[src/rtl/ltc2308_sampler.sv]
// LTC2308 frame controller: CONVST pulse, 12 SCK periods shifting config out on SDI
// and the conversion result in from SDO, then a one-cycle sample_valid strobe.
module ltc2308_sampler #(
  parameter int unsigned CLK_DIV     = 2,
  parameter int unsigned CONV_CYCLES = 80
) (
  input  logic        clk,
  input  logic        reset,
  input  logic        start,
  input  logic [2:0]  channel,
  output logic [11:0] sample,
  output logic [2:0]  sample_channel,
  output logic        sample_valid,
  output logic        busy,
  output logic        ADC_CONVST,
  output logic        ADC_SCK,
  output logic        ADC_SDI,
  input  logic        ADC_SDO
);

  localparam int unsigned DATA_W = 12;
  localparam int unsigned CH_W   = 3;
  localparam int unsigned BIT_W  = 4;
  localparam int unsigned CONV_W = $clog2(CONV_CYCLES + 1);
  localparam int unsigned PH_W   = (CLK_DIV > 1) ? $clog2(CLK_DIV) : 1;

  typedef enum logic [1:0] {IDLE, CONV, XFER} state_t;

  state_t              state, state_n;
  logic [CONV_W-1:0]   conv_cnt, conv_cnt_n;
  logic [PH_W-1:0]     phase_cnt, phase_n;
  logic [BIT_W-1:0]    bit_cnt, bit_n;
  logic [DATA_W-1:0]   rx_shift, rx_n;
  logic [DATA_W-1:0]   tx_shift, tx_n;
  logic [CH_W-1:0]     cfg_ch, cfg_ch_n;
  logic [CH_W-1:0]     prev_ch, prev_ch_n;
  logic [DATA_W-1:0]   sample_n;
  logic [CH_W-1:0]     sample_channel_n;
  logic                sample_valid_n, busy_n, convst_n, sck_n, sdi_n;

  // Config word {S/D, O/S, S1, S0, UNI, SLP} left-aligned, zero padded for periods 7-12.
  function automatic logic [DATA_W-1:0] cfg_word(input logic [CH_W-1:0] ch);
    return {1'b1, ch[0], ch[2], ch[1], 1'b1, 1'b0, 6'b000000};
  endfunction

  always_ff @(posedge clk) begin
    if (reset) begin
      state          <= IDLE;
      conv_cnt       <= '0;
      phase_cnt      <= '0;
      bit_cnt        <= '0;
      rx_shift       <= '0;
      tx_shift       <= '0;
      cfg_ch         <= '0;
      prev_ch        <= '0;
      sample         <= '0;
      sample_channel <= '0;
      sample_valid   <= 1'b0;
      busy           <= 1'b0;
      ADC_CONVST     <= 1'b0;
      ADC_SCK        <= 1'b0;
      ADC_SDI        <= 1'b0;
    end else begin
      state          <= state_n;
      conv_cnt       <= conv_cnt_n;
      phase_cnt      <= phase_n;
      bit_cnt        <= bit_n;
      rx_shift       <= rx_n;
      tx_shift       <= tx_n;
      cfg_ch         <= cfg_ch_n;
      prev_ch        <= prev_ch_n;
      sample         <= sample_n;
      sample_channel <= sample_channel_n;
      sample_valid   <= sample_valid_n;
      busy           <= busy_n;
      ADC_CONVST     <= convst_n;
      ADC_SCK        <= sck_n;
      ADC_SDI        <= sdi_n;
    end
  end

  // Next-state and next-output logic; outputs are computed for the state being entered.
  always_comb begin
    state_n          = state;
    conv_cnt_n       = conv_cnt;
    phase_n          = phase_cnt;
    bit_n            = bit_cnt;
    rx_n             = rx_shift;
    tx_n             = tx_shift;
    cfg_ch_n         = cfg_ch;
    prev_ch_n        = prev_ch;
    sample_n         = sample;
    sample_channel_n = sample_channel;
    sample_valid_n   = 1'b0;
    convst_n         = 1'b0;
    sck_n            = ADC_SCK;
    sdi_n            = ADC_SDI;

    case (state)
      IDLE: begin
        sck_n = 1'b0;
        sdi_n = 1'b0;
        if (start) begin
          state_n    = CONV;
          cfg_ch_n   = channel;
          conv_cnt_n = '0;
          convst_n   = 1'b1;
        end
      end
      CONV: begin
        if (conv_cnt == CONV_W'(CONV_CYCLES - 1)) begin
          state_n = XFER;
          phase_n = '0;
          bit_n   = '0;
          sck_n   = 1'b0;
          tx_n    = cfg_word(cfg_ch);
          sdi_n   = tx_n[DATA_W-1];
        end else begin
          conv_cnt_n = conv_cnt + CONV_W'(1);
          convst_n   = 1'b1;
        end
      end
      XFER: begin
        if (phase_cnt == PH_W'(CLK_DIV - 1)) begin
          phase_n = '0;
          if (!ADC_SCK) begin
            // Last low-phase cycle: capture SDO just before SCK rises.
            rx_n  = {rx_shift[DATA_W-2:0], ADC_SDO};
            sck_n = 1'b1;
          end else if (bit_cnt == BIT_W'(DATA_W - 1)) begin
            state_n          = IDLE;
            sck_n            = 1'b0;
            sdi_n            = 1'b0;
            sample_n         = rx_shift;
            sample_channel_n = prev_ch;
            sample_valid_n   = 1'b1;
            prev_ch_n        = cfg_ch;
          end else begin
            bit_n = bit_cnt + BIT_W'(1);
            sck_n = 1'b0;
            tx_n  = {tx_shift[DATA_W-2:0], 1'b0};
            sdi_n = tx_n[DATA_W-1];
          end
        end else begin
          phase_n = phase_cnt + PH_W'(1);
        end
      end
      default: state_n = IDLE;
    endcase

    busy_n = (state_n != IDLE);
  end

endmodule

[config.mk]
export PLATFORM = sky130hd
export DESIGN_NAME = ltc2308_sampler
export DESIGN_NICKNAME = d
export VERILOG_FILES = /design/src/rtl/ltc2308_sampler.sv
export SDC_FILE = /design/constraint.sdc
export NUM_CORES = 1
export LEC_CHECK = 0
export ABC_AREA = 1
export CAP_MARGIN = 10
export CORE_MARGIN = 5
export CORE_UTILIZATION = 30
export DETAILED_ROUTE_END_ITERATION = 7
export PLACE_DENSITY = 0.59
export SETUP_SLACK_MARGIN = 0.3
export SYNTH_ARGS = -nofsm -noshare
export SYNTH_HDL_FRONTEND = slang
export SYNTH_SLANG_ARGS = --single-unit
export TNS_END_PERCENT = 20
[constraint.sdc]
create_clock -name clk -period 3.3 [get_ports clk]
set_clock_uncertainty 0.2 [all_clocks]
set_input_delay 0.99 -clock clk [delete_from_list [all_inputs] [get_ports clk]]
set_output_delay 0.99 -clock clk [all_outputs]
set_load 0.005 [all_outputs]
; Yosys cells after proc, flatten, opt, wreduce, memory -nomap -nowiden
; Cells that the tools add are included.
[totals]
reg_bits = 63
out_inout_bits = 20
[op_classes]
bitwise_logic = 3
muxes = 34
addsub = 3
n_eq_ne = 10
n_reduce_logical = 14
[ops]
columns = op, n
row1 = 11-bit two-way mux, 4
row2 = 11-bit case mux with 2 select lines, 1
row3 = 4-bit two-way mux, 4
row4 = 7-bit two-way mux, 2
row5 = 7-bit case mux with 2 select lines, 1
row6 = 2-bit inequality test (second input constant), 6
row7 = 1-bit two-way mux, 11
row8 = 2-bit two-way mux, 5
row9 = 3-bit AND reduction, 3
row10 = 4-bit case mux with 2 select lines, 1
row11 = 4-bit AND reduction, 2
row12 = 7-bit by 1-bit adder with 7-bit output (second input constant), 1
row13 = 7-bit == test (second input constant), 1
row14 = 1-bit case mux with 3 select lines, 2
row15 = 2-bit case mux with 3 select lines, 1
row16 = 2-bit nonzero test, 3
row17 = 5-bit AND reduction, 1
row18 = 4-bit by 1-bit adder with 4-bit output (second input constant), 1
row19 = 4-bit == test (second input constant), 1
row20 = 1-bit case mux with 2 select lines, 2
row21 = 2-bit AND reduction, 2
row22 = 4-bit OR reduction, 1
row23 = 1-bit NOT, 3
row24 = 3-bit nonzero test, 1
row25 = other kinds (4), 4

; Longest topological paths before layout
; Gate-level depths: netlist (run 1).
[logic_depth]
ltp_word = 6
depth_mapped = 10
ltp_nobuf = 10

; Worst setup path after synthesis (run 1)
; No wires, ideal clock.
[synth_path]
kind = input to register
from = in reset
to = reg ADC_SDI
t_arrival_ns = 1.697
setup_time_ns = 0.065
n_path_buf = 2
required_ns = 3.035
path_stages = 5
slack_ns = 1.339
cell_sequence = clkbuf_1 > inv_1 > clkbuf_1 > o21ai_0 > nor2_1
[synth_lines]
columns = element, line
row1 = "start, declared", 8  ; input logic reset,
row2 = "end signal, assigned", 78  ; ADC_SDI <= sdi_n;
row3 = "end, declared", 17  ; output logic ADC_SDI,

; Final worst setup path (run 1)
[layout_path]
from = reg ADC_SCK
to = out ADC_SCK
[layout_lines]
columns = element, line
row1 = "start, declared", 16  ; output logic ADC_SCK,
row2 = "start signal, assigned", 77  ; ADC_SCK <= sck_n;
; No word-level cell between the ends.

==> results.toml, run 1 <==
[run_status]
outcome = "finished, final reports clean"

[critical_path]
worst-endpoint-required_ns = 2.11
path_class = "reg -> out"
critical_path.max_fanout = 4
delay_of_the_slowest_critical_path_stage_ns = 0.53
regToRegStartpoint = "state[0]$_SDFF_PP0_"
regToRegEndpoint = "sample_channel[2]$_SDFFE_PP0P_"
delay_heaviest_family_cp = "buffers and inverters"
crit_path_cell_trace = "clkdlybuf4s50_1"
timing.critical_path.slowest_stage_cell = "clkdlybuf4s50_1"
r2r_slack_ns = 1.03
setup.worst_path.end_class = "primary output"
path_buf_inv = 1
reg2regPathDepth = 8
cp-start-kind = "flop"
cp.arrival_ns = 1.27

[worst_hold_path]
min_to = "rx_shift[11]$_SDFFE_PP0P_"
min_delay_path_depth = 2
min-delay-path-class = "reg -> reg"
hp-start = "rx_shift[11]$_SDFFE_PP0P_"

[clock_network]
cts_buffer_depth = 2
clock_sinks = 56
h-tree-depth = 2
clk_pin_slew_worst_paths_ns = 0.11
tritoncts = "done"
cts_setup_buffers = 0
post_cts_resized = 0
clock_insertion_delay_worst_skew_ns = 0.31
cts-hold-fix-buffers = 0
clk_root_buffer_cell = "clkbuf_8"
cts-buffers-inserted = 5

[logic_synthesis]
synth-adder-area-share_pct = 3.03
yosysWarnings = 0
netlist_instances = 334
synth-compound-area-share_pct = 14.9
synth.top_cell.area_share_pct = 45.3
yosysMostFrequentCell = "nand2_1"
synth_simple_gate_area_share_pct = 28.8
synth_top_cells_by_area = "dfxtp_1, nand2_1, nor2_1"
post_synth_num_cell_types = 26
synthesis.area_per_instance_um2 = 7.41
synth_xor_area_share_pct = 0
netlist_top_cells_count = "nand2_1, dfxtp_1, nor2_1, a21oi_1, o21ai_0"
synth_top_family_by_area = "simple AND/OR/NAND/NOR gates"
net_count_after_synthesis = 347
synth.mux.area_fraction_pct = 0
synth_enable_flop_cells = 0
postSynth.asyncResetShare_pct = 0
synth.largest_area_cell = "dfxtp_1"
synth_seq_cells = 56
sequential_area_share_after_synthesis_pct = 45.3
ys.flop_type = "dfxtp_1"
netlist_area_mm2 = 0.00247

[pwr]
seq_power_share_pct = 54.6
power.share.clock_pct = 36.1
p_per_area_mw_per_mm2 = 441
vdd_drop_max_uv = 175
combPwrFrac_pct = 9.3
power.switching_fraction_pct = 25.2
cellInternalPower_mw = 0.967
leakagePower_nw = 1.16
net-switching-power_mw = 0.326

[timing]
clock.fmax_ghz = 0.406
finalCriticalPeriod_ns = 2.46
report.final.slew_viol_count = 0
finalHoldViolCount = 0
worst_slew_margin_rel_pct = 50.1
setup_total_negative_slack_ns = 0
worst_slew_pin_slew_ns = 0.748
final.period_utilization_pct = 74.6
setup_viol = 0
final.setup.worst_slack_ns = 0.838
grt_setup_unrepaired = "no"

[detailed_routing]
num_vias = 2157
routed_wire_length_per_instance_um = 12.1
detail_route.drc_violations = 0
remaining_antenna_violation_count = 0
initialDrtViolationCount = 140
drt_wl_total_um = 5600
drt_pass1_iterations = 4
avgViaCountPerCell = 4.67

[global_route]
grt_overflow = 0
grt_start_max_net_pins = 29
grt_pass1_wl_um = 9820
initial_antenna_violation_count = 0
first_global_vias = 2111
grt_use_total_pct = 11.9

[final_layout]
layout.nets = 369
antenna_cells = 0
drive_above_1_share_pct = 6.16
final_core_utilization_pct = 36.0
syn_to_final_growth_pct = 18.5

[placed_design]
globalplace.congestion = 0.809
dp_slack_ns = 0.669
port_buffers = 26
dpl_wire_length_um = 3800

[die]
starting_density_pct = 30.4
boundaryPins = 27
total_core_area_mm2 = 0.00813
placement_rows = 33
die_y_um = 101
die-area_mm2 = 0.0102
die_width_um = 101

[flow_run]
timing.max_cap.violations = 0
routing by layer:
metal,up-vias,part of all wire [%],global-route usage [%]
li1,1133,-,-
met1,981,49,15.3
met2,35,46,20.0
met3,8,3.7,2.91
met4,0,1.0,2.90
met5,-,0,0
power by group through the flow:
stage,Clock [mW],Sequential (mW),Combinational [mW]
floorplan,0,0.719,0.0884
global placement,0,0.721,0.119
detailed placement,0,0.721,0.121
CTS,0.482,0.706,0.122
global route,0.508,0.708,0.139
finish,0.466,0.706,0.121
per-stage QoR:
stage / power (mW) / instances / cell area (um^2) / hold WS (ns)
global placement: 0.840 / 454 / 2820 / 0.254
floorplan: 0.807 / 334 / 2470 / 0.241
detailed placement: 0.843 / 454 / 2820 / 0.259
finish: 1.29 / 462 / 2930 / 0.268
CTS: 1.31 / 462 / 2930 / 0.274
global route: 1.36 / 462 / 2930 / 0.295
layout make-up:
class                           instances  area, um^2
Clock inverter                          3        47.5
Timing Repair Buffer                   30         290
Tap cell                              105         131
Inverter                               31         116
Clock buffer                            5        68.8
Fill cell                             852        5200
Sequential cell                        56        1120
Multi-Input combinational cell        232        1160
worst max-delay path by stage:
| stage | cells after the start | slack [ns] | end | from |
|---|---|---|---|---|
| after floorplan | 5 | 1.34 | ADC_SDI$_SDFFE_PP0P_ | reset |
| after global placement | 4 | 0.67 | sample[10]$_SDFFE_PP0P_ | reset |
| after detailed placement | 4 | 0.67 | rx_shift[10]$_SDFFE_PP0P_ | reset |
| after CTS | 1 | 0.83 | ADC_SCK | ADC_SCK$_SDFFE_PP0P_ |
| after global routing | 7 | 0.78 | ADC_SDI$_SDFFE_PP0P_ | state[0]$_SDFF_PP0_ |
| final | 1 | 0.84 | ADC_SCK | ADC_SCK$_SDFFE_PP0P_ |
layout by cell type, fill, tap and decap left out:
| cell type | instances |
|---|---|
| nand2_1 | 57 |
| dfxtp_1 | 56 |
| nor2_1 | 55 |
| a21oi_1 | 36 |
| o21ai_0 | 31 |
| inv_1 | 29 |
| clkdlybuf4s50_1 | 26 |
| nand3_1 | 25 |
| nand4_1 | 10 |
| ha_1 | 6 |
| clkbuf_8 | 5 |
| buf_4 | 4 |
| inv_2 | 2 |
| nor2_4 | 2 |
| clkinv_4 | 2 |
| nand2_2 | 1 |
| o21ai_4 | 1 |
| nand4_4 | 1 |
| a21oi_4 | 1 |
| nand2_4 | 1 |
| nor3_1 | 1 |
| or2_0 | 1 |
| nand3_4 | 1 |
| nor3b_1 | 1 |
| nand3b_1 | 1 |
| bufinv_16 | 1 |
sequential cells by signal, indices dropped and copies added, names as in the netlist:
| signal | flops |
|---|---|
| busy | 1 |
| ADC_SDI | 1 |
| tx_shift | 4 |
| phase_cnt | 1 |
| state | 2 |
| sample_valid | 1 |
| rx_shift | 12 |
| ADC_CONVST | 1 |
| conv_cnt | 7 |
| cfg_ch | 3 |
| sample | 12 |
| sample_channel | 3 |
| bit_cnt | 4 |
| prev_ch | 3 |
| ADC_SCK | 1 |
worst reg2reg max path, stage by stage, from the launching register on:
cell     delay, ns
dfxtp_1       0.35
inv_1         0.08
ha_1          0.43
nand4_1       0.19
nor2_1        0.13
buf_4         0.25
inv_1         0.27
nor2_1        0.19
nor2_1        0.07
cell families (layout without fill, tap and decap cells):
logic type / count (synthesis) / after routing
and+or+nand+nor: 157 / 157
AOI/OAI and AO/OA: 69 / 69
DFF: 56 / 56
buffers and inverters: 46 / 69
adders and majority gates: 6 / 6
No activity file was read; power rests on OpenSTA's default activity.
==> run 2, diff against run 1 <==
PLACE_DENSITY = 0.6   (was 0.59)
clock period = 2.25 ns   (was 3.3 ns; I/O delays follow)
==> run 2 against run 1 <==
Against the previous run: combinational power up 57%; global-route usage shrank 0.99 points; sequential share of layout area shrank 0.70 points; worst hold slack improved by 0.0033 ns; cell area increased by 2.8%; count of clock-buffer cells in the layout unchanged; worst setup slack got worse by 0.62 ns; die area did not move; critical path depth did not move; power rose by 47%; cell count rose by 1.7%; sequential cell count did not move; critical endpoint is now sample[7]; largest cell class unchanged; largest power group unchanged.
==> results.toml, run 2 (synthesis gave the netlist of run 1 again) <==
[final_layout]
layout.nets = 377
syn_to_final_growth_pct = 21.7
fin_cells = 470
antenna_cells = 0
drive_above_1_share_pct = 11.8
multi_input_area_mm2 = 0.00116
final_core_utilization_pct = 37.0
register_area_mm2 = 0.00113
layout.cells.most_common_list = "nand2_1, nor2_1, dfxtp_1"
final.fill_count = 861
mostFrequentLayoutCell = "nand2_1"
reg.largest.list = "rx_shift (12), sample (12), conv_cnt (7)"

[critical_path]
setup.worst_path.end_class = "primary output"
timing.critical_path.slowest_stage_cell = "clkdlybuf4s50_1"
path_class = "reg -> out"
r2r_slack_ns = 0.35
delay_of_the_slowest_critical_path_stage_ns = 0.51
cp.arrival_ns = 1.16
critical_path.max_fanout = 2
path_buf_inv = 1
cp-start-kind = "flop"
delay_heaviest_family_cp = "buffers and inverters"
worst-endpoint-required_ns = 1.37
crit_path_cell_trace = "clkdlybuf4s50_1"

[clock_network]
clock_sinks = 56
cts_buffer_depth = 2
clk_pin_slew_worst_paths_ns = 0.10
cts-buffers-inserted = 5
tritoncts = "done"
h-tree-depth = 2
clk_root_buffer_cell = "clkbuf_8"
clock_insertion_delay_worst_skew_ns = 0.31
cts-hold-fix-buffers = 0

[timing]
report.final.slew_viol_count = 0
worst_slew_pin_slew_ns = 0.417
final.period_utilization_pct = 90.3
setup_viol = 0
grt_setup_unrepaired = "yes"
worst_slew_margin_rel_pct = 72.1
final.hold.worst_slack_ns = 0.271
clock.fmax_ghz = 0.492
final.setup.worst_slack_ns = 0.219
finalHoldViolCount = 0
finalCriticalPeriod_ns = 2.03

[placed_design]
globalplace.congestion = 0.841
port_buffers = 26
dp_slack_ns = -0.0695
placed_cells = 461
dpl_wire_length_um = 3780

[global_route]
initial_antenna_violation_count = 0
first_global_vias = 2022
grt_use_total_pct = 10.9
grt_start_max_net_pins = 29
grt_overflow = 0
grt_pass1_wl_um = 9110

[flow_run]
timing.max_cap.violations = 0

[die]
total_core_area_mm2 = 0.00813
die_y_um = 101
placement_rows = 33
boundaryPins = 27
starting_density_pct = 30.4
die-area_mm2 = 0.0102
die_width_um = 101

[detailed_routing]
num_vias = 2145
remaining_antenna_violation_count = 0
drt_wl_total_um = 5400
drt_pass1_iterations = 4
detail_route.drc_violations = 0
avgViaCountPerCell = 4.56
initialDrtViolationCount = 58
routed_wire_length_per_instance_um = 11.5

[worst_hold_path]
min-delay-path-class = "reg -> reg"

[pwr]
leakagePower_nw = 1.24
vdd_drop_max_uv = 348
p_per_area_mw_per_mm2 = 631

[run_status]
outcome = "finished, final reports clean"
[run 2: cell types whose count changed in the layout (fill, tap and decap cells not counted), sizes merged]
| cell | previous run | this run |
|---|---|---|
| inv | 31 | 30 |
| clkinvlp | 0 | 1 |
| buf | 4 | 12 |
| dlygate4sd2 | 0 | 5 |
| clkdlybuf4s50 | 26 | 20 |
| dlymetal6s2s | 0 | 1 |
[run 2: routing by layer]
layer | routed length (um) | global-route usage [%] | part of all wire, %
met4 | 38 | 2.49 | 0.70
met1 | 2660 | 14.2 | 49
met3 | 165 | 2.35 | 3.1
met2 | 2540 | 18.4 | 47
met5 | 0 | 0 | 0
[run 2: path summary, 6_finish.rpt]
| path | depth (start not counted) | from | to |
|---|---|---|---|
| setup / recovery | 1 | sample[7]$_SDFFE_PP0P_ | sample[7] |
| hold / removal | 2 | tx_shift[9]$_SDFFE_PP0P_ | tx_shift[9]$_SDFFE_PP0P_ |
| setup reg to reg | 6 | conv_cnt[0]$_SDFFE_PP0P_ | ADC_SDI$_SDFFE_PP0P_ |
| hold reg to reg | 2 | tx_shift[9]$_SDFFE_PP0P_ | tx_shift[9]$_SDFFE_PP0P_ |
[run 2: per-stage QoR]
| step | instance area [um^2] | power [mW] | setup TNS, ns |
|---|---|---|---|
| floorplan | 2470 | 1.18 | 0 |
| global placement | 2870 | 1.24 | -0.189 |
| detailed placement | 2870 | 1.24 | -0.569 |
| CTS | 3000 | 1.92 | 0 |
| global route | 3010 | 1.99 | 0 |
| finish | 3010 | 1.90 | 0 |
[run 2: power breakdown]
part | leakage [nW] | internal [mW] | switching (mW)
Sequential | 0.458 | 1.02 | 0.0171
Combinational | 0.724 | 0.0759 | 0.114
Clock | 0.0583 | 0.336 | 0.343
[run 2: cell type report]
class,instances,share of cell area (%)
sequential,56,37.5
clock inverter,3,1.58
multi-input combinational,232,38.6
inverter,31,3.99
timing repair buffer,38,11.6
clock buffer,5,2.28
tap,105,4.36
[run 2: tightest hold or removal path: stages, from the launching register on]
cell and delay (ns):
dfxtp_1 0.32, nand2_1 0.06, a21oi_1 0.05
[run 2: timing repair]
item,4_1_cts,5_1_grt
buffers inserted,1,0
pin swaps,0,1
setup endpoints to repair,44,63
gates resized for setup,11,9
==> run 3, diff against run 2 <==
CELL_PAD_IN_SITES_DETAIL_PLACEMENT = 2   (was not set)
CELL_PAD_IN_SITES_GLOBAL_PLACEMENT = 2   (was not set)
CORE_UTILIZATION = 29   (was 30)
PLACE_DENSITY = 0.86   (was 0.6)
==> run 3 against run 2 <==
Against the previous run: clock power decreased by 12%; critical path depth unchanged; maximum frequency decreased by 0.92%; register-to-register slack got worse by 0.02 ns; sequential cell count unchanged; via count increased by 9.4%; routed wire length increased by 39%; critical endpoint is now sample[3]; highest routed layer unchanged.
==> results.toml, run 3 (synthesis gave the netlist of run 1 again) <==
[run_status]
outcome = "finished, final reports clean"

[global_route]
grt_use_total_pct = 15.2
grt_start_max_net_pins = 23
grt_pass1_wl_um = 12500
first_global_vias = 2567
grt_overflow = 0
initial_antenna_violation_count = 0

[timing]
finalCriticalPeriod_ns = 2.05
clock.fmax_ghz = 0.488
grt_setup_unrepaired = "yes"
setup_viol = 0
report.final.slew_viol_count = 0
worst_slew_margin_rel_pct = 72.2
setup_total_negative_slack_ns = 0
finalHoldViolCount = 0
worst_slew_pin_slew_ns = 0.413
final.hold.worst_slack_ns = 0.277
final.setup.worst_slack_ns = 0.200
final.period_utilization_pct = 91.1

[critical_path]
path_class = "reg -> out"
timing.critical_path.slowest_stage_cell = "clkdlybuf4s50_1"
regToRegEndpoint = "ADC_SDI$_SDFFE_PP0P_"
r2r_slack_ns = 0.33
crit_path_cell_trace = "clkdlybuf4s50_1"
delay_heaviest_family_cp = "buffers and inverters"
setup.worst_path.end_class = "primary output"
critical_path.max_fanout = 2
reg2regPathDepth = 6
worst-endpoint-required_ns = 1.37
regToRegStartpoint = "conv_cnt[1]$_SDFFE_PP0P_"
cp.arrival_ns = 1.18
cp-start-kind = "flop"
path_buf_inv = 1
delay_of_the_slowest_critical_path_stage_ns = 0.50

[worst_hold_path]
min-delay-path-class = "reg -> reg"
hp-start = "tx_shift[7]$_SDFFE_PP0P_"
min_delay_path_depth = 2
min_to = "tx_shift[7]$_SDFFE_PP0P_"

[detailed_routing]
initialDrtViolationCount = 51
avgViaCountPerCell = 4.93
detail_route.drc_violations = 0
drt_wl_total_um = 7500
remaining_antenna_violation_count = 0
routed_wire_length_per_instance_um = 15.7
num_vias = 2346
drt_pass1_iterations = 4

[flow_run]
timing.max_cap.violations = 0

[final_layout]
syn_to_final_growth_pct = 24.3
layout.cells.most_common_list = "nand2_1, nor2_1, dfxtp_1"
reg.largest.list = "rx_shift (12), sample (12), conv_cnt (7)"
fin_cells = 476
layout.nets = 383
mostFrequentLayoutCell = "nand2_1"
drive_above_1_share_pct = 13.7
antenna_cells = 0

[pwr]
leakagePower_nw = 1.24
p_per_area_mw_per_mm2 = 601
report.power.total_mw = 1.85
vdd_drop_max_uv = 276

[clock_network]
clock_sinks = 56
cts_buffer_depth = 2
tritoncts = "done"
h-tree-depth = 2
clock_insertion_delay_worst_skew_ns = 0.33
cts-buffers-inserted = 5
clk_pin_slew_worst_paths_ns = 0.11
clk_root_buffer_cell = "clkbuf_8"

[die]
die-area_mm2 = 0.0105
die_width_um = 102
starting_density_pct = 30.0
boundaryPins = 27
placement_rows = 33
total_core_area_mm2 = 0.00826
die_y_um = 102

[placed_design]
placed_cells = 463
globalplace.congestion = 0.752
dpl_wire_length_um = 5120
port_buffers = 26
dp_slack_ns = 0.0328
-- run 3: changes by cell type in the layout (fill, tap and decap cells not counted), moves of 2 or more --
cell / change
dlygate4sd2_1: -4
clkdlybuf4s50_1: +4
ha_4: +2
buf_4: +6
-- run 3: area by class of cell --
| class | instances | area [um^2] |
|---|---|---|
| clock buffer | 5 | 68.8 |
| clock inverter | 3 | 26.3 |
| fill | 957 | 5180 |
| inverter | 31 | 116 |
| multi-input combinational | 232 | 1190 |
| sequential | 56 | 1130 |
| tap | 105 | 131 |
| timing repair buffer | 44 | 404 |
-- run 3: per-layer routing --
metal | track usage (%) | share of wire, %
met1 | 18.4 | 46
met2 | 27.5 | 51
met3 | 2.87 | 2.1
met4 | 3.94 | 1.0
met5 | 0 | 0
-- run 3: per-stage QoR --
| stage | utilization, % | area, um^2 |
|---|---|---|
| 2_1_floorplan | - | 2470 |
| 3_3_place_gp | 34.9 | 2880 |
| 3_5_place_dp | 34.9 | 2880 |
| 4_1_cts | 36.3 | 3000 |
| 5_1_grt | 37.2 | 3080 |
| 6_report | 37.2 | 3080 |
-- run 3: what timing repair did --
| action | 4_1_cts | 5_1_grt |
|---|---|---|
| hold buffers | 0 | 0 |
| resized for setup | 10 | 13 |
| endpoints found under the setup margin | 66 | 67 |
| pin swaps | 0 | 0 |
| setup buffers | 1 | 4 |
-- run 3: worst max path at each step --
stage	from	to	slack [ns]	depth (start not counted)
2_1_floorplan	state[0]$_SDFF_PP0_	bit_cnt[3]$_SDFFE_PP0P_	0.57	9
3_3_place_gp	start	conv_cnt[3]$_SDFFE_PP0P_	0.10	7
3_5_place_dp	start	conv_cnt[3]$_SDFFE_PP0P_	0.03	7
4_1_cts	state[1]$_SDFF_PP0_	conv_cnt[3]$_SDFFE_PP0P_	0.18	8
5_1_grt	sample[4]$_SDFFE_PP0P_	sample[4]	0.14	1
6_report	sample[3]$_SDFFE_PP0P_	sample[3]	0.20	1
-- run 3: power by group --
group	switching, mW	internal [mW]
clock network	0.371	0.228
registers	0.0207	1.02
logic	0.130	0.0829
total	0.522	1.33
